$ cat src/rtl/lin_buff_ctrl_pkg.sv
// Shared constants for the line-buffer sequencer and the HOG blocks downstream of it.
// The kernel prime offset and per-frame kernel count are defined once here.
package lin_buff_ctrl_pkg;

    typedef enum logic {
        IDLE = 1'b0,
        RUN  = 1'b1
    } state_e;

    // Raster index of the first kernel's bottom-right pixel, counted from the first pixel fed.
    function automatic int unsigned prime_offset(
        input int unsigned img_w,
        input int unsigned blk_w,
        input int unsigned blk_h
    );
        return (blk_h - 1) * img_w + (blk_w - 1);
    endfunction

    function automatic int unsigned valid_kernels(
        input int unsigned img_w,
        input int unsigned img_h,
        input int unsigned blk_w,
        input int unsigned blk_h
    );
        return (img_w - blk_w + 1) * (img_h - blk_h + 1);
    endfunction

endpackage

$ cat src/rtl/lin_buff_ctrl_raster_cnt.sv
// Column/row raster position counter, wrapping modulo one frame.
// wrap flags that the current position is the last pixel of the frame.
module raster_cnt #(
    parameter int unsigned W       = 854,
    parameter int unsigned H       = 480,
    parameter int unsigned RST_COL = 0,
    parameter int unsigned RST_ROW = 0,
    localparam int unsigned CW     = $clog2(W),
    localparam int unsigned RW     = $clog2(H)
) (
    input  logic          clk,
    input  logic          rst,
    input  logic          inc,
    output logic [CW-1:0] col,
    output logic [RW-1:0] row,
    output logic          wrap
);

    logic [CW-1:0] col_q, col_d;
    logic [RW-1:0] row_q, row_d;
    logic          col_end;
    logic          row_end;

    assign col_end = (col_q == CW'(W - 1));
    assign row_end = (row_q == RW'(H - 1));

    always_comb begin
        col_d = col_q;
        row_d = row_q;
        if (inc) begin
            if (col_end) begin
                col_d = '0;
                row_d = row_end ? '0 : row_q + RW'(1);
            end else begin
                col_d = col_q + CW'(1);
            end
        end
    end

    always_ff @(posedge clk or posedge rst) begin
        if (rst) begin
            col_q <= CW'(RST_COL);
            row_q <= RW'(RST_ROW);
        end else begin
            col_q <= col_d;
            row_q <= row_d;
        end
    end

    assign col  = col_q;
    assign row  = row_q;
    assign wrap = col_end && row_end;

endmodule

$ cat src/rtl/lin_buff_ctrl.sv
// Frame-level sequencer for lin_buff: gates pixels in from start-of-frame, tracks every
// emitted kernel's raster position, discards edge-wrapping kernels and tags the rest.
module lin_buff_ctrl
    import lin_buff_ctrl_pkg::*;
#(
    parameter int unsigned DATA_WIDTH   = 8,
    parameter int unsigned IMG_WIDTH    = 854,
    parameter int unsigned IMG_HEIGHT   = 480,
    parameter int unsigned BLOCK_WIDTH  = 3,
    parameter int unsigned BLOCK_HEIGHT = 3,
    parameter int unsigned COL_W        = $clog2(IMG_WIDTH),
    parameter int unsigned ROW_W        = $clog2(IMG_HEIGHT)
) (
    input  logic                  clk,
    input  logic                  rst,
    input  logic                  src_valid,
    output logic                  src_ready,
    input  logic [DATA_WIDTH-1:0] src_pixel,
    input  logic                  src_sof,
    output logic                  p_valid,
    input  logic                  p_ready,
    output logic [DATA_WIDTH-1:0] pixel,
    input  logic                  k_valid,
    output logic                  k_ready,
    output logic                  out_valid,
    input  logic                  out_ready,
    output logic [COL_W-1:0]      out_x,
    output logic [ROW_W-1:0]      out_y,
    output logic                  out_first,
    output logic                  out_last,
    output logic                  frame_done,
    output logic                  sof_err,
    output logic                  busy
);

    localparam int unsigned PRIME     = prime_offset(IMG_WIDTH, BLOCK_WIDTH, BLOCK_HEIGHT);
    localparam int unsigned K_RST_COL = PRIME % IMG_WIDTH;
    localparam int unsigned K_RST_ROW = (PRIME / IMG_WIDTH) % IMG_HEIGHT;

    state_e state_q, state_d;
    logic   frame_done_q, frame_done_d;
    logic   sof_err_q, sof_err_d;
    logic   busy_q, busy_d;

    logic [COL_W-1:0] pix_col, k_col;
    logic [ROW_W-1:0] pix_row, k_row;
    logic             pix_wrap_unused;
    logic             k_wrap;
    logic             pix_hs;
    logic             k_hs;
    logic             out_hs;
    logic             drop;

    // Kernel whose bottom-right sits left of or above the first full window wraps an edge.
    assign drop   = (k_col < COL_W'(BLOCK_WIDTH - 1)) || (k_row < ROW_W'(BLOCK_HEIGHT - 1));
    assign pix_hs = p_valid && p_ready;
    assign k_hs   = k_valid && k_ready;
    assign out_hs = out_valid && out_ready;
    assign pixel  = src_pixel;

    raster_cnt #(
        .W       (IMG_WIDTH),
        .H       (IMG_HEIGHT),
        .RST_COL (0),
        .RST_ROW (0)
    ) u_pix_cnt (
        .clk  (clk),
        .rst  (rst),
        .inc  (pix_hs),
        .col  (pix_col),
        .row  (pix_row),
        .wrap (pix_wrap_unused)
    );

    raster_cnt #(
        .W       (IMG_WIDTH),
        .H       (IMG_HEIGHT),
        .RST_COL (K_RST_COL),
        .RST_ROW (K_RST_ROW)
    ) u_k_cnt (
        .clk  (clk),
        .rst  (rst),
        .inc  (k_hs),
        .col  (k_col),
        .row  (k_row),
        .wrap (k_wrap)
    );

    // Handshake steering; IDLE drains lin_buff and holds the sof beat for RUN to consume.
    always_comb begin
        state_d   = state_q;
        src_ready = 1'b1;
        p_valid   = 1'b0;
        k_ready   = 1'b1;
        out_valid = 1'b0;
        case (state_q)
            IDLE: begin
                src_ready = !(src_valid && src_sof);
                if (src_valid && src_sof) begin
                    state_d = RUN;
                end
            end
            RUN: begin
                p_valid   = src_valid;
                src_ready = p_ready;
                k_ready   = drop ? 1'b1 : out_ready;
                out_valid = k_valid && !drop;
            end
            default: state_d = IDLE;
        endcase
    end

    always_comb begin
        busy_d       = (state_d == RUN);
        frame_done_d = out_hs && out_last;
        sof_err_d    = sof_err_q;
        if (pix_hs && src_sof && ((pix_col != '0) || (pix_row != '0))) begin
            sof_err_d = 1'b1;
        end
    end

    always_ff @(posedge clk or posedge rst) begin
        if (rst) begin
            state_q      <= IDLE;
            busy_q       <= 1'b0;
            frame_done_q <= 1'b0;
            sof_err_q    <= 1'b0;
        end else begin
            state_q      <= state_d;
            busy_q       <= busy_d;
            frame_done_q <= frame_done_d;
            sof_err_q    <= sof_err_d;
        end
    end

    assign out_x      = k_col - COL_W'(BLOCK_WIDTH - 1);
    assign out_y      = k_row - ROW_W'(BLOCK_HEIGHT - 1);
    assign out_first  = (out_x == '0) && (out_y == '0);
    assign out_last   = k_wrap;
    assign frame_done = frame_done_q;
    assign sof_err    = sof_err_q;
    assign busy       = busy_q;

endmodule

$ cat config.mk
export PLATFORM = sky130hd
export DESIGN_NAME = lin_buff_ctrl
export DESIGN_NICKNAME = d
export VERILOG_FILES = /design/src/rtl/lin_buff_ctrl_pkg.sv /design/src/rtl/lin_buff_ctrl_raster_cnt.sv /design/src/rtl/lin_buff_ctrl.sv
export SDC_FILE = /design/constraint.sdc
export NUM_CORES = 1
export LEC_CHECK = 0
export CAP_MARGIN = 15
export CORE_UTILIZATION = 40
export CTS_CLUSTER_SIZE = 25
export DETAILED_ROUTE_END_ITERATION = 8
export PLACE_DENSITY = 0.66
export SKIP_LAST_GASP = 1
export SLEW_MARGIN = 20
export SYNTH_ARGS = -nofsm -noshare
export SYNTH_HDL_FRONTEND = slang
export SYNTH_SLANG_ARGS = --single-unit
export TNS_END_PERCENT = 50
$ cat constraint.sdc
create_clock -name clk -period 2.4 [get_ports clk]
set_input_delay 0.36 -clock clk [delete_from_list [all_inputs] [get_ports clk]]
set_output_delay 0.36 -clock clk [all_outputs]
set_load 0.02 [all_outputs]
* After elaboration in Yosys (flattened, before gate mapping)
Cells that the tools add are included.
** Word-level totals
- Register bits :: 41
- Input bits :: 15
- Output and inout bits :: 36
- Word-level logic and storage cells :: 51
** Operators by class
- $add $sub $neg :: 6
- $lt $le $gt $ge :: 2
- Equality and inequality tests :: 4
- Multiplexer cells :: 11
- Bitwise logic cells :: 1
- Reduce and logical (&&, ||, !) cells :: 20
** Operators with widths (count)
- $add 10x1->10 const B :: 2
- $eq 10x10->1 const B :: 2
- $mux 10 :: 2
- $add 9x1->9 const B :: 2
- $eq 9x9->1 const B :: 2
- $mux 9 :: 2
- $logic_and 1x1->1 :: 10
- $logic_not 10->1 :: 1
- $lt 10x2->1 const B :: 1
- $reduce_bool 10->1 :: 1
- $sub 10x2->10 const B :: 1
- $logic_not 9->1 :: 1
- $lt 9x2->1 const B :: 1
- $reduce_bool 9->1 :: 1
- $sub 9x2->9 const B :: 1
- $mux 1 :: 6
- $reduce_and 2->1 :: 2
- $logic_not 1->1 :: 2
- $logic_or 1x1->1 :: 2
- $pmux 1 s2 :: 1
- $not 1->1 :: 1

* Depth between registers and ports, before layout
Gate-level depths: netlist of the first run.
- Depth after elaboration :: 7
- Mapped depth :: 8
- Gate-level depth less buffers :: 7

* Cells and area by module
A second synthesis of the first run with hierarchy kept.
** Unflattened totals
- Cells, all modules :: 301
- Area, all modules :: 2811.4 um^2
** By module, submodules not included
- raster_cnt at u_k_cnt :: instances 1, cells each 103, area each 1057.3 um^2, seq. area each 478.0 um^2
- raster_cnt at u_pix_cnt :: instances 1, cells each 103, area each 1054.8 um^2, seq. area each 475.5 um^2
- lin_buff_ctrl :: instances 1, cells each 95, area each 699.4 um^2, seq. area each 75.1 um^2

* Least setup slack after synthesis of the first run
No wires, ideal clock.
- Kind :: register to output
- Start :: register u_k_cnt.row_q[2], in the netlist u_k_cnt.row[2]
- End :: output port out_first
- Arrival time :: 2.730 ns
- Setup slack :: -0.690 ns
- Stages on the path, launching flop included :: 6
- Path buffers :: 0
- Cells stage by stage :: dfrtp_1 -> or4_1 -> nor4_1 -> xor2_1 -> or4_1 -> nor4b_1
** On the way
- Longest elaborated chain between the ends :: 3
** RTL lines
- start: declaration :: line lin_buff_ctrl_raster_cnt.sv:20 : logic [RW-1:0] row_q, row_d;
- start signal: assignment :: line lin_buff_ctrl_raster_cnt.sv:43 : row_q <= RW'(RST_ROW);
- start signal: assignment :: line lin_buff_ctrl_raster_cnt.sv:46 : row_q <= row_d;
- $sub 9x2->9 :: line lin_buff_ctrl.sv:137 : assign out_y = k_row - ROW_W'(BLOCK_HEIGHT - 1);
- net out_y[8] :: line lin_buff_ctrl.sv:28 : output logic [ROW_W-1:0] out_y,
- $logic_not 9->1 :: line lin_buff_ctrl.sv:138 : assign out_first = (out_x == '0) && (out_y == '0);
- $logic_and 1x1->1 :: line lin_buff_ctrl.sv:138
- end: declaration :: line lin_buff_ctrl.sv:29 : output logic out_first,
The timed path passes the listed nets, and every way through them passes these cells.

* Worst setup path after layout of the first run
- Start :: register u_k_cnt.row_q[2], in the netlist u_k_cnt.row[2]
- End :: output port out_first
** On the way
- Longest elaborated chain between the ends :: 3
** RTL lines (line)
- $sub 9x2->9 :: lin_buff_ctrl.sv:137
- $logic_not 9->1 :: lin_buff_ctrl.sv:138
- $logic_and 1x1->1 :: lin_buff_ctrl.sv:138
Every way passes these cells.

==> run summary, run 1 <==
The slowest stage of the critical path belongs to the cell sky130_fd_sc_hd__or4_4. Once the floorplan was initialized, standard cells occupied 41.3% of the core. The number of buffers created by CTS is 5.

The via count is 2574. The critical path endpoint category is an output port. The run finished, with violations left.

Clock-pin slew was measured on the worst setup and hold paths at 90 ps. The die is 85.6 microns wide. On the critical path the largest part of the delay comes from simple AND/OR/NAND/NOR gates.

In the synthesized netlist, the number of instances is 316. The total global-route track usage came out at 19.2%. The number of buffers on the longest clock path is 2. Between clock sinks in the finished design, the worst skew comes to 10.9 ps.

The path category of the worst min-delay check is input port to async pin. Setup repair after global routing could not meet its margin everywhere. The hold violation count in the final report is 0. The design draws 2.53 mW.

TritonCTS built the clock tree. The final critical-path required period is 2940 ps. The first global-routing pass estimated 11200 microns of wire.

Among the stages of the critical path, the cell type that occurs most often is sky130_fd_sc_hd__or4_4. The signal on the critical path passes through or4_4, nor4_4, xor2_2, or4_4, nor4b_4, buf_4. The violation count after the first detailed-route iteration came out at 126. During synthesis, Yosys emitted a total of 0 warnings. The worst setup path is of the flip-flop to output port kind.

The net count of the finished layout is 423. Based on the critical path, the design can be clocked at up to 340 MHz. The count of standard-cell rows is 30. The worst path uses 122% of the clock period. The worst path arrival time came out at 2580 ps. The worst-case vdd ir drop is 0.000350 V. The clock net sink count is 41.

After synthesis the cells add up to 2790 sq um. The number of global-route vias before repair came out at 2399. The number of top-level pins is 51. The net count after synthesis came out at 345. The layout filler cell count came out at 599. The length in cells of the worst reg-to-reg path came out at 13. For this run, the register share of the synthesized area comes to 36.8%. The fraction of layout cells with a size suffix above 1 is 32.4%.

The worst-case setup margin in the final layout came out at -538 ps. Measured against its own limit, the worst slew margin works out to 64.7%. The worst setup path is launched from a flip-flop. The length of the first detailed-routing pass in iterations is 4.

The synthesis-stage register bit count came out at 41. Leaving out fill and tap cells, the most frequent cell in the layout is sky130_fd_sc_hd__buf_4. The leftover overflow at the end of global routing is 0. The area added between synthesis and finish is 39.3%. For the worst setup path, the data required time is 2040 ps.

Setup violations remaining at the end of the flow were counted as 30. The quantity of hold-fixing buffers added after cts came out at 0. After detailed routing, the number of remaining DRC violations is 0. The clock root buffer master is sky130_fd_sc_hd__clkbuf_8. The checks that failed: negative setup slack.

The total half-perimeter wirelength after legalization and detailed placement came out at 4800 microns. The number of buffers inserted by port buffering came out at 34. The number of buffer and inverter stages on the critical path came out at 1. The count of cell instances traversed by the critical path came out at 6.

The overall die height came out at 85.6 microns. The routed wire length is 6840 microns. The H-tree was split into 2 levels.

Power spread over the standard cell area amounts to 650 nW/um^2. The number of unique standard cell types used by synthesis is 51. Of all nets on the critical path, the largest fanout is 3.

The later pin in the worst-skew pair is clocked with a latency of 300 ps. The count of inserted antenna diode cells is 0. In this run the standard cell core region covers 6760 sq um.

The count of nets left with antenna violations once routing finished came out at 0. For the final routed database, the setup TNS stands at -7790 ps. The top cell types in the final layout, fill and taps aside, are sky130_fd_sc_hd__buf_4, sky130_fd_sc_hd__dfrtp_1, sky130_fd_sc_hd__nand2_1.

The die area is 7320 sq um. The reported max-cap violation count came out at 0. For this run, the slowest stage of the critical path takes 570 ps. The congestion estimate from routability-driven global placement came to 0.796. The wire length per cell after detailed routing came out at 14.4 microns. The pin count of the biggest net entering global routing is 42.

The number of max-slew violations in the final report is 0. The total leakage power came out at 1.76 nW. The average footprint of a synthesized cell is 8.84 sq um. The number of vias per cell after detailed routing came out at 5.42. The actual slew at the worst max-slew pin came out at 530 ps.

At the end of the flow the core is filled with cells to 57.6%. The number of antenna violations at the first check in global routing came out at 0.
==> cell usage after synthesis, drive strengths merged <==
cell type / count / share of area [%]
a21o: 4 / 1.1
a21oi: 5 / 0.90
a31o: 1 / 0.31
a31oi: 4 / 0.90
and2: 2 / 0.45
and2b: 1 / 0.31
and3: 13 / 2.9
and4: 2 / 0.63
buf: 18 / 5.0
clkbuf: 8 / 1.2
dfrtp: 39 / 35
dfstp: 2 / 1.9
ha: 14 / 6.3
inv: 15 / 2.0
mux2: 4 / 1.9
nand2: 33 / 4.4
nand2b: 2 / 0.45
nand3: 18 / 3.6
nand3b: 2 / 0.54
nand4: 8 / 1.8
nand4b: 1 / 0.31
nand4bb: 1 / 0.40
nor2: 26 / 3.5
nor2b: 2 / 0.45
nor3: 9 / 1.8
nor4: 6 / 1.6
nor4b: 6 / 2.4
o211ai: 1 / 0.27
o21a: 2 / 0.54
o21ai: 29 / 5.3
o21ba: 1 / 0.36
o22ai: 1 / 0.22
o31ai: 5 / 1.3
o41ai: 4 / 1.9
or2: 1 / 0.22
or3: 4 / 0.90
or4: 3 / 0.85
or4b: 1 / 0.49
xnor2: 9 / 2.8
xor2: 9 / 2.8
==> area by class of cell <==
type / instances / area [sq um] / share of cell area, %
timing repair buffer: 97 / 841 / 21.6
tap: 80 / 100 / 2.57
inverter: 15 / 61.3 / 1.58
multi-input combinational: 234 / 1740 / 44.7
clock buffer: 6 / 82.6 / 2.12
sequential: 41 / 1030 / 26.4
clock inverter: 2 / 37.5 / 0.965
==> metrics by stage <==
step | worst slack (ps) | hold slack [ps] | area [sq um] | cells
floorplan | -283 | 452 | 2840 | 316
global placement | -633 | 459 | 3500 | 457
detailed placement | -699 | 458 | 3500 | 457
CTS | -579 | 481 | 3790 | 474
global route | -674 | 495 | 3890 | 475
finish | -538 | 478 | 3890 | 475
==> power by group <==
part	leakage (nW)	switching [mW]	total, mW	internal, mW
Sequential	0.516	0.0967	0.876	0.779
Clock	0.0574	0.249	0.587	0.338
Combinational	1.19	0.542	1.07	0.526
Total	1.76	0.887	2.53	1.64
==> cells by family (layout without fill, tap and decap cells) <==
group	after synthesis	count (layout)	synth area share (%)
AOI/OAI and AO/OA	57	57	13.2
xor gates and xnor gates	18	18	5.65
adders and majority gates	14	14	6.27
buffers and inverters	41	120	8.20
DFF	41	41	36.8
muxes	4	4	1.88
and+or+nand+nor	141	141	28.0
==> final timing paths <==
| check | from | end | slack, ps |
|---|---|---|---|
| worst max register to register | u_k_cnt.row[2]$_DFFE_PP0P_ | u_k_cnt.row[8]$_DFFE_PP0P_ | -410 |
| max in group asynchronous | rst | u_k_cnt.col[2]$_DFFE_PP0P_ | 1540 |
| worst min-delay path | rst | u_k_cnt.col[6]$_DFFE_PP0P_ | 480 |
| min in group clk | sof_err$_DFFE_PP0P_ | sof_err$_DFFE_PP0P_ | 480 |
| worst max-delay path | u_k_cnt.row[2]$_DFFE_PP0P_ | out_first | -540 |
| worst min register to register | sof_err$_DFFE_PP0P_ | sof_err$_DFFE_PP0P_ | 480 |
==> flip-flops by register name, indices dropped and copies added, names as in the netlist <==
signal / count
busy: 1
frame_done: 1
sof_err: 1
u_k_cnt.col: 10
u_k_cnt.row: 9
u_pix_cnt.col: 10
u_pix_cnt.row: 9
==> worst register-to-register path, stage by stage, from the launching register on <==
cell and delay [ps]:
sky130_fd_sc_hd__dfrtp_1 380, sky130_fd_sc_hd__buf_4 130, sky130_fd_sc_hd__buf_6 100, sky130_fd_sc_hd__buf_6 100
sky130_fd_sc_hd__buf_6 110, sky130_fd_sc_hd__inv_4 50, sky130_fd_sc_hd__ha_4 120, sky130_fd_sc_hd__or4b_4 470
sky130_fd_sc_hd__buf_6 140, sky130_fd_sc_hd__o41ai_4 210, sky130_fd_sc_hd__buf_4 180, sky130_fd_sc_hd__o211ai_1 150
sky130_fd_sc_hd__nor3_1 200, sky130_fd_sc_hd__mux2_2 350
==> what timing repair did <==
action,4_1_cts,5_1_grt
setup endpoints to repair,36,37
cloned,1,0
pin swaps,12,15
setup buffers,9,1
gates resized for setup,70,27
==> layer usage <==
layer / up-vias / part of all wire, % / GRT usage (%)
met3: 11 / 3.6 / 2.89
li1: 1268 / - / -
met2: 67 / 50 / 33.8
met5: - / 0 / 0
met4: 0 / 1.4 / 6.67
met1: 1228 / 45 / 24.1
Note: power is estimated with default switching activity, not from simulation.
==> run 2: changes to the inputs <==
Settings changed: DONT_BUFFER_PORTS set to 1, PLACE_DENSITY 0.66 to not set.
==> run summary, run 2 (synthesis results as in run 1) <==
The worst-case setup margin in the final layout is -319 ps (was -538 ps). The total leakage power is 1.49 nW (was 1.76 nW). The worst-case vdd ir drop came out at 0.000270 V (was 0.000350 V). The reported max-cap violation count is 0 (unchanged).

The share of power burned in combinational logic is 40.1% (was 42.2%). The core footprint came to 6760 sq um (unchanged). The area added between synthesis and finish is 19.1% (was 39.3%). The clock tree from TritonCTS is built (unchanged).

The wire length per cell after detailed routing is 14.3 microns (was 14.4 microns). The count of standard-cell rows came out at 30 (unchanged). The final critical-path required period came to 2720 ps (was 2940 ps).

The part of the total power dissipated in the clock network is 20.1% (was 23.2%). The placer congestion estimate came out at 0.799 (was 0.796). The post-route clock skew is 11.5 ps (was 10.9 ps).

The clock net sink count came out at 41 (unchanged). The post-route fraction of the period consumed by the critical path came out at 113% (was 122%). The length in cells of the worst reg-to-reg path is 10 (was 13). The worst path arrival time came to 2360 ps (was 2580 ps). The switching power as a share of total power was 38.0% (was 35.1%). The quantity of hold-fixing buffers added after cts is 0 (unchanged). The number of buffers inserted by port buffering is 0 (was 34).

The standard cell with the maximum stage delay on the critical path is sky130_fd_sc_hd__or4_4 (unchanged). The endpoint of the lowest-slack register-to-register path is u_k_cnt.col[1]$_DFFE_PP1P_ (was u_k_cnt.row[8]$_DFFE_PP0P_). The startpoint of the lowest-slack register-to-register path is u_k_cnt.row[2]$_DFFE_PP0P_ (unchanged).

The number of nets with antenna violations after routing is 0 (unchanged). The path category of the worst min-delay check is input port to async pin (unchanged). The post-route cell area was 3330 sq um (was 3890 sq um). The layout net count came to 380 (was 423). The most common cell after layout, fill and taps aside is sky130_fd_sc_hd__buf_4 (unchanged).

The hold violation count in the final report is 0 (unchanged). The clock root buffer master was sky130_fd_sc_hd__clkbuf_8 (unchanged). The count of inserted antenna diode cells is 0 (unchanged). The net load switching power is 839 uW (was 887 uW). The post-route total power came out at 2.21 mW (was 2.53 mW). The pin count of the biggest net entering global routing is 42 (unchanged).

The width of the die came out at 85.6 microns (unchanged). The highest net fanout along the worst path is 2 (was 3). The number of buffers created by CTS came to 5 (unchanged). The global-route wire length before repair came out at 10400 microns (was 11200 microns). Violations in the final reports: negative setup slack (unchanged). The critical path endpoint category is an output port (unchanged). The top achievable clock speed is 368 MHz (was 340 MHz). Result of the run: finished, violations left (unchanged). The number of max-slew violations in the final report is 0 (unchanged).

The critical path startpoint category was a flip-flop (unchanged). Most used cells in the layout excluding fill and tap cells: sky130_fd_sc_hd__buf_4, sky130_fd_sc_hd__dfrtp_1, sky130_fd_sc_hd__nand2_1 (unchanged). The via count is 2382 (was 2574). The number of global-route vias before repair came out at 2247 (was 2399). The length of the first detailed-routing pass in iterations came out at 4 (unchanged). The die area came out at 7320 sq um (unchanged). The type of the worst setup path is flip-flop to output port (unchanged). The clock slew at the register clock pins of the worst setup and hold paths is 80 ps (was 90 ps). The instance area after placement came to 3130 sq um (was 3500 sq um).

The required time of the critical path came out at 2040 ps (about the same). The sequential power share came to 39.9% (was 34.6%). The number of antenna violations at the first check in global routing is 0 (unchanged). The routed wire length came out at 6160 microns (was 6840 microns). The total power divided by cell area is 664 nW/um^2 (was 650 nW/um^2). The worst slew slack as a fraction of its limit is 65.5% (was 64.7%). The fraction of layout cells with a size suffix above 1 is 26.7% (was 32.4%). The number of buffers on the longest clock path was 2 (unchanged). The violation count after the first detailed-route iteration came out at 130 (was 126).

The cell seen most often among critical-path stages is sky130_fd_sc_hd__buf_4 (was sky130_fd_sc_hd__or4_4). The leftover overflow at the end of global routing came out at 0 (unchanged). The worst setup path startpoint is u_k_cnt.col[3]$_DFFE_PP0P_ (was u_k_cnt.row[2]$_DFFE_PP0P_).

The overall die height is 85.6 microns (unchanged). Series of cell instances along the critical path: nor4_1, buf_4, nand2_1, xnor2_1, or4_4, nor4b_4, buf_4 (was or4_4, nor4_4, xor2_2, or4_4, nor4b_4, buf_4). The clock latency on the worst-skew pair came to 290 ps (was 300 ps). The number of remaining DRC errors came out at 0 (unchanged). The number of endpoints failing setup at the final stage came out at 5 (was 30). The cell-internal power came out at 1.37 mW (was 1.64 mW). The number of top-level pins came out at 51 (unchanged). The starting utilization of the core area came out at 41.3% (unchanged).

The register-to-register setup slack is 0 ps (was -410 ps). The highest cell delay on the worst timing path was 540 ps (was 570 ps). Setup repair after global routing missed its margin: yes (unchanged). The actual slew at the worst max-slew pin is 517 ps (was 530 ps). The total half-perimeter wirelength after legalization and detailed placement came to 4490 microns (was 4800 microns).

The maximum level of the CTS H-tree is 2 (unchanged). The last element of the critical path is out_first (unchanged). The number of vias per cell after detailed routing is 5.51 (was 5.42). The total global-route track usage came out at 17.7% (was 19.2%).
## run 2: cell count changes in the layout (fill, tap and decap cells not counted), sizes merged
cell           change
buf               -15
dlygate4sd2        -2
clkinv             +2
bufinv             -1
clkdlybuf4s50     -23
clkbuf             -1
clkdlybuf4s15      -3
## run 2: how the worst min path moves through the flow
stage / slack (ps) / cells past startpoint / endpoint
floorplan: 450 / 1 / u_pix_cnt.col[7]$_DFFE_PP0P_
global placement: 420 / 2 / u_pix_cnt.row[5]$_DFFE_PP0P_
detailed placement: 420 / 2 / u_k_cnt.row[5]$_DFFE_PP0P_
CTS: 90 / 2 / u_k_cnt.row[0]$_DFFE_PP0P_
global route: 130 / 2 / u_k_cnt.row[0]$_DFFE_PP0P_
finish: 80 / 2 / u_pix_cnt.row[3]$_DFFE_PP0P_
## run 2: worst max-delay path, delay by kind of cell (launching register included)
| family | cells | cell delay, ps |
|---|---|---|
| xor+xnor | 1 | 150 |
| flops | 1 | 380 |
| buf+inv | 2 | 350 |
| simple gates | 4 | 1190 |
## run 2: metrics by stage
step	hold slack [ps]	util, %	setup TNS [ps]	setup WS (ps)	instances
detailed placement	417	46.3	-200	-190	418
global route	128	49.2	-1630	-412	432
finish	76.5	49.2	-770	-319	432
floorplan	452	-	-283	-283	316
global placement	416	46.3	-158	-158	418
CTS	91.5	47.6	-974	-422	426
## run 2: cell type report
cell class / count / area, sq um
clock buffer: 5 / 68.8
clock inverter: 3 / 17.5
fill: 646 / 3430
inverter: 15 / 58.8
multi-input combinational: 234 / 1640
sequential: 41 / 1030
tap: 80 / 100
timing repair buffer: 54 / 413
## run 2: power groups by stage
stage               registers (mW)  clock network [mW]  logic [mW]
floorplan                    0.856                   0       0.605
global placement             0.890                   0       0.858
detailed placement           0.893                   0       0.876
CTS                          0.879               0.465       0.879
global route                 0.897               0.492       0.972
finish                       0.881               0.443       0.885
## run 2: per-layer routing
metal  GRT usage [%]  up-vias  wire, microns
li1                -     1177              -
met1            23.6     1146           2880
met2            29.4       50           2930
met3            3.75        9            262
met4            4.55        0             76
met5               0        -              0
## run 2: timing repair
item	CTS	global route
pin swaps	4	8
resized for setup	2	18
gates cloned	0	0
buffers inserted	0	6
setup endpoints to repair	7	16
==> run 3: changes to the inputs <==
Clock period 2.4 ns to 2.6 ns, I/O delays scaled along.
==> run summary, run 3 (synthesis results as in run 1) <==
The top achievable clock speed came out at 357 MHz. The startpoint of the lowest-slack register-to-register path is u_k_cnt.row[2]$_DFFE_PP0P_ (unchanged). The number of buffers inserted by port buffering is 0 (unchanged).

The highest net fanout along the worst path came to 2 (unchanged). The sequential power share came out at 39.4% (was 39.9%). The fraction of layout cells with a size suffix above 1 came out at 22.2% (was 26.7%).

The starting utilization of the core area is 41.3% (unchanged). The die area is 7320 sq um (unchanged). The core footprint was 6760 sq um (unchanged).

The maximum level of the CTS H-tree came out at 2 (unchanged). Most used cells in the layout excluding fill and tap cells: sky130_fd_sc_hd__dfrtp_1, sky130_fd_sc_hd__buf_4, sky130_fd_sc_hd__nand2_1 (was sky130_fd_sc_hd__buf_4, sky130_fd_sc_hd__dfrtp_1, sky130_fd_sc_hd__nand2_1). The number of buffer and inverter stages on the critical path came out at 1 (was 2).

The total half-perimeter wirelength after legalization and detailed placement came out at 4420 microns (was 4490 microns). The global-route wire length before repair is 9980 microns (was 10400 microns). The switching power as a share of total power came out at 36.1% (was 38.0%).

The cell-internal power came out at 1.32 mW (was 1.37 mW). The cell family contributing the most delay on the critical path is simple AND/OR/NAND/NOR gates (unchanged). The clock latency on the worst-skew pair is 290 ps (about the same). The highest cell delay on the worst timing path came out at 540 ps (about the same). The actual slew at the worst max-slew pin came out at 556 ps (was 517 ps). Series of cell instances along the critical path: or4_4, nor4_4, xor2_2, or4_4, nor4b_4, buf_4 (was nor4_1, buf_4, nand2_1, xnor2_1, or4_4, nor4b_4, buf_4). The overall die height came out at 85.6 microns (unchanged). The number of endpoints failing setup at the final stage was 3 (was 5).

The critical path endpoint category is an output port (unchanged). The number of buffers on the longest clock path is 2 (unchanged). The required time of the critical path is 2210 ps (was 2040 ps). The post-route core utilization is 47.1% (was 49.2%).

The total global-route track usage came out at 16.9% (was 17.7%). The number of buffers created by CTS is 5 (unchanged). The width of the die is 85.6 microns (unchanged). The path category of the worst min-delay check is input port to async pin (unchanged). The clock slew at the register clock pins of the worst setup and hold paths came out at 90 ps (was 80 ps). The number of nets with antenna violations after routing is 0 (unchanged). The number of vias per cell after detailed routing is 5.49 (was 5.51). The length of the first detailed-routing pass in iterations came to 4 (unchanged). The worst slew slack as a fraction of its limit is 62.8% (was 65.5%). The cell seen most often among critical-path stages is sky130_fd_sc_hd__or4_4 (was sky130_fd_sc_hd__buf_4). The number of global-route vias before repair came out at 2169 (was 2247). The register-to-register setup slack is 30 ps (was 0 ps). The leftover overflow at the end of global routing was 0 (unchanged). The critical path startpoint category is a flip-flop (unchanged). The number of max-slew violations in the final report came out at 0 (unchanged).

Result of the run: finished, violations left (unchanged). The length in cells of the worst reg-to-reg path came out at 9 (was 10). Violations in the final reports: negative setup slack (unchanged). The wire length per cell after detailed routing is 14.3 microns (about the same). The number of remaining DRC errors is 0 (unchanged). The net load switching power is 747 uW (was 839 uW). The layout net count came to 361 (was 380). The number of top-level pins came out at 51 (unchanged). The endpoint of the lowest-slack register-to-register path is u_k_cnt.row[8]$_DFFE_PP0P_ (was u_k_cnt.col[1]$_DFFE_PP1P_).

The worst-case vdd ir drop came out at 0.000316 V (was 0.000270 V). The area added between synthesis and finish came out at 14.0% (was 19.1%). The type of the worst setup path was flip-flop to output port (unchanged). The count of standard-cell rows came to 30 (unchanged). Of the available clock period, the critical path in the final layout requires 108%. The clock root buffer master is sky130_fd_sc_hd__clkbuf_8 (unchanged). The hold violation count in the final report is 0 (unchanged). The worst path arrival time came out at 2410 ps (was 2360 ps).

The standard cell with the maximum stage delay on the critical path is sky130_fd_sc_hd__or4_4 (unchanged). The violation count after the first detailed-route iteration is 107 (was 130). The reported max-cap violation count came out at 0 (unchanged).

The share of power burned in combinational logic came out at 34.8% (was 40.1%). The worst-case setup margin in the final layout was -199 ps (was -319 ps). The clock tree from TritonCTS is built (unchanged). The quantity of hold-fixing buffers added after cts came out at 0 (unchanged). The number of antenna violations at the first check in global routing came out at 0 (unchanged). The count of inserted antenna diode cells came out at 0 (unchanged). Setup repair after global routing missed its margin: yes (unchanged).

The post-route clock skew is 12.7 ps (was 11.5 ps). The routed wire length came to 5920 microns (was 6160 microns). The part of the total power dissipated in the clock network came to 25.7% (was 20.1%).

The post-route total power came out at 2.07 mW (was 2.21 mW). The total leakage power is 1.41 nW (was 1.49 nW). The via count came out at 2267 (was 2382). The clock net sink count came out at 41 (unchanged). The total power divided by cell area is 649 nW/um^2 (was 664 nW/um^2). The placer congestion estimate came out at 0.811 (was 0.799). The pin count of the biggest net entering global routing is 42 (unchanged). For the finished layout, the period the worst path requires is 2800 ps. The most common cell after layout, fill and taps aside is sky130_fd_sc_hd__dfrtp_1 (was sky130_fd_sc_hd__buf_4).
## run 3: changes by cell type in the layout (fill, tap and decap cells not counted), sizes merged
cell,before,now
clkbuf,5,7
buf,54,35
clkinvlp,1,0
bufinv,0,1
clkinv,2,0
## run 3: repair_timing
action                     4_1_cts  5_1_grt
buffers inserted                 1        4
pin swaps                        5        4
setup endpoints to repair        2       15
resized for setup                1       12
## run 3: worst reg2reg max path, stage by stage, from the launching register on
cell,delay (ps)
sky130_fd_sc_hd__dfrtp_1,380
sky130_fd_sc_hd__buf_4,160
sky130_fd_sc_hd__inv_2,60
sky130_fd_sc_hd__ha_4,130
sky130_fd_sc_hd__or4b_4,480
sky130_fd_sc_hd__buf_6,140
sky130_fd_sc_hd__o41ai_4,380
sky130_fd_sc_hd__o211ai_1,170
sky130_fd_sc_hd__nor3_1,190
sky130_fd_sc_hd__mux2_2,350
## run 3: worst max-delay path by stage
stage                                from         to  slack (ps)  depth (start not counted)
3_3_place_gp   u_k_cnt.row[2]$_DFFE_PP0P_  out_first          10                          6
2_1_floorplan  u_k_cnt.row[2]$_DFFE_PP0P_  out_first        -110                          5
3_5_place_dp   u_k_cnt.row[2]$_DFFE_PP0P_  out_first         -10                          6
6_report       u_k_cnt.row[1]$_DFFE_PP1P_  out_first        -200                          6
5_1_grt        u_k_cnt.row[2]$_DFFE_PP0P_  out_first        -310                          6
4_1_cts        u_k_cnt.row[1]$_DFFE_PP1P_  out_first        -290                          6
## run 3: metrics by stage
step | TNS (ps) | cells | cell area (sq um) | hold slack (ps) | setup WS [ps]
after floorplan | -113 | 316 | 2840 | 452 | -113
after global placement | 0 | 402 | 3010 | 449 | 10.5
after detailed placement | -11.3 | 402 | 3010 | 453 | -11.3
after CTS | -691 | 411 | 3130 | 133 | -288
after global routing | -1140 | 413 | 3180 | 168 | -312
final | -311 | 413 | 3180 | 116 | -199
## run 3: cell type report
class                      count  area, sq um
fill                         642         3570
multi-input combinational    234         1610
sequential                    41         1030
timing repair buffer          35          267
tap                           80          100
clock buffer                   7         86.3
inverter                      15         58.8
clock inverter                 1         30.0
## run 3: power groups by stage
stage / registers, mW / clock network, mW / logic (mW)
after global placement: 0.835 / 0 / 0.683
after floorplan: 0.790 / 0 / 0.559
final: 0.815 / 0.531 / 0.720
after detailed placement: 0.839 / 0 / 0.697
after CTS: 0.827 / 0.549 / 0.698
after global routing: 0.829 / 0.570 / 0.803
## run 3: metal layers
| layer | wire, microns | up-vias | GRT usage (%) |
|---|---|---|---|
| met5 | 0 | - | 0 |
| li1 | - | 1148 | - |
| met4 | 19 | 0 | 4.24 |
| met3 | 266 | 2 | 3.18 |
| met1 | 2870 | 1074 | 22.6 |
| met2 | 2760 | 43 | 28.6 |
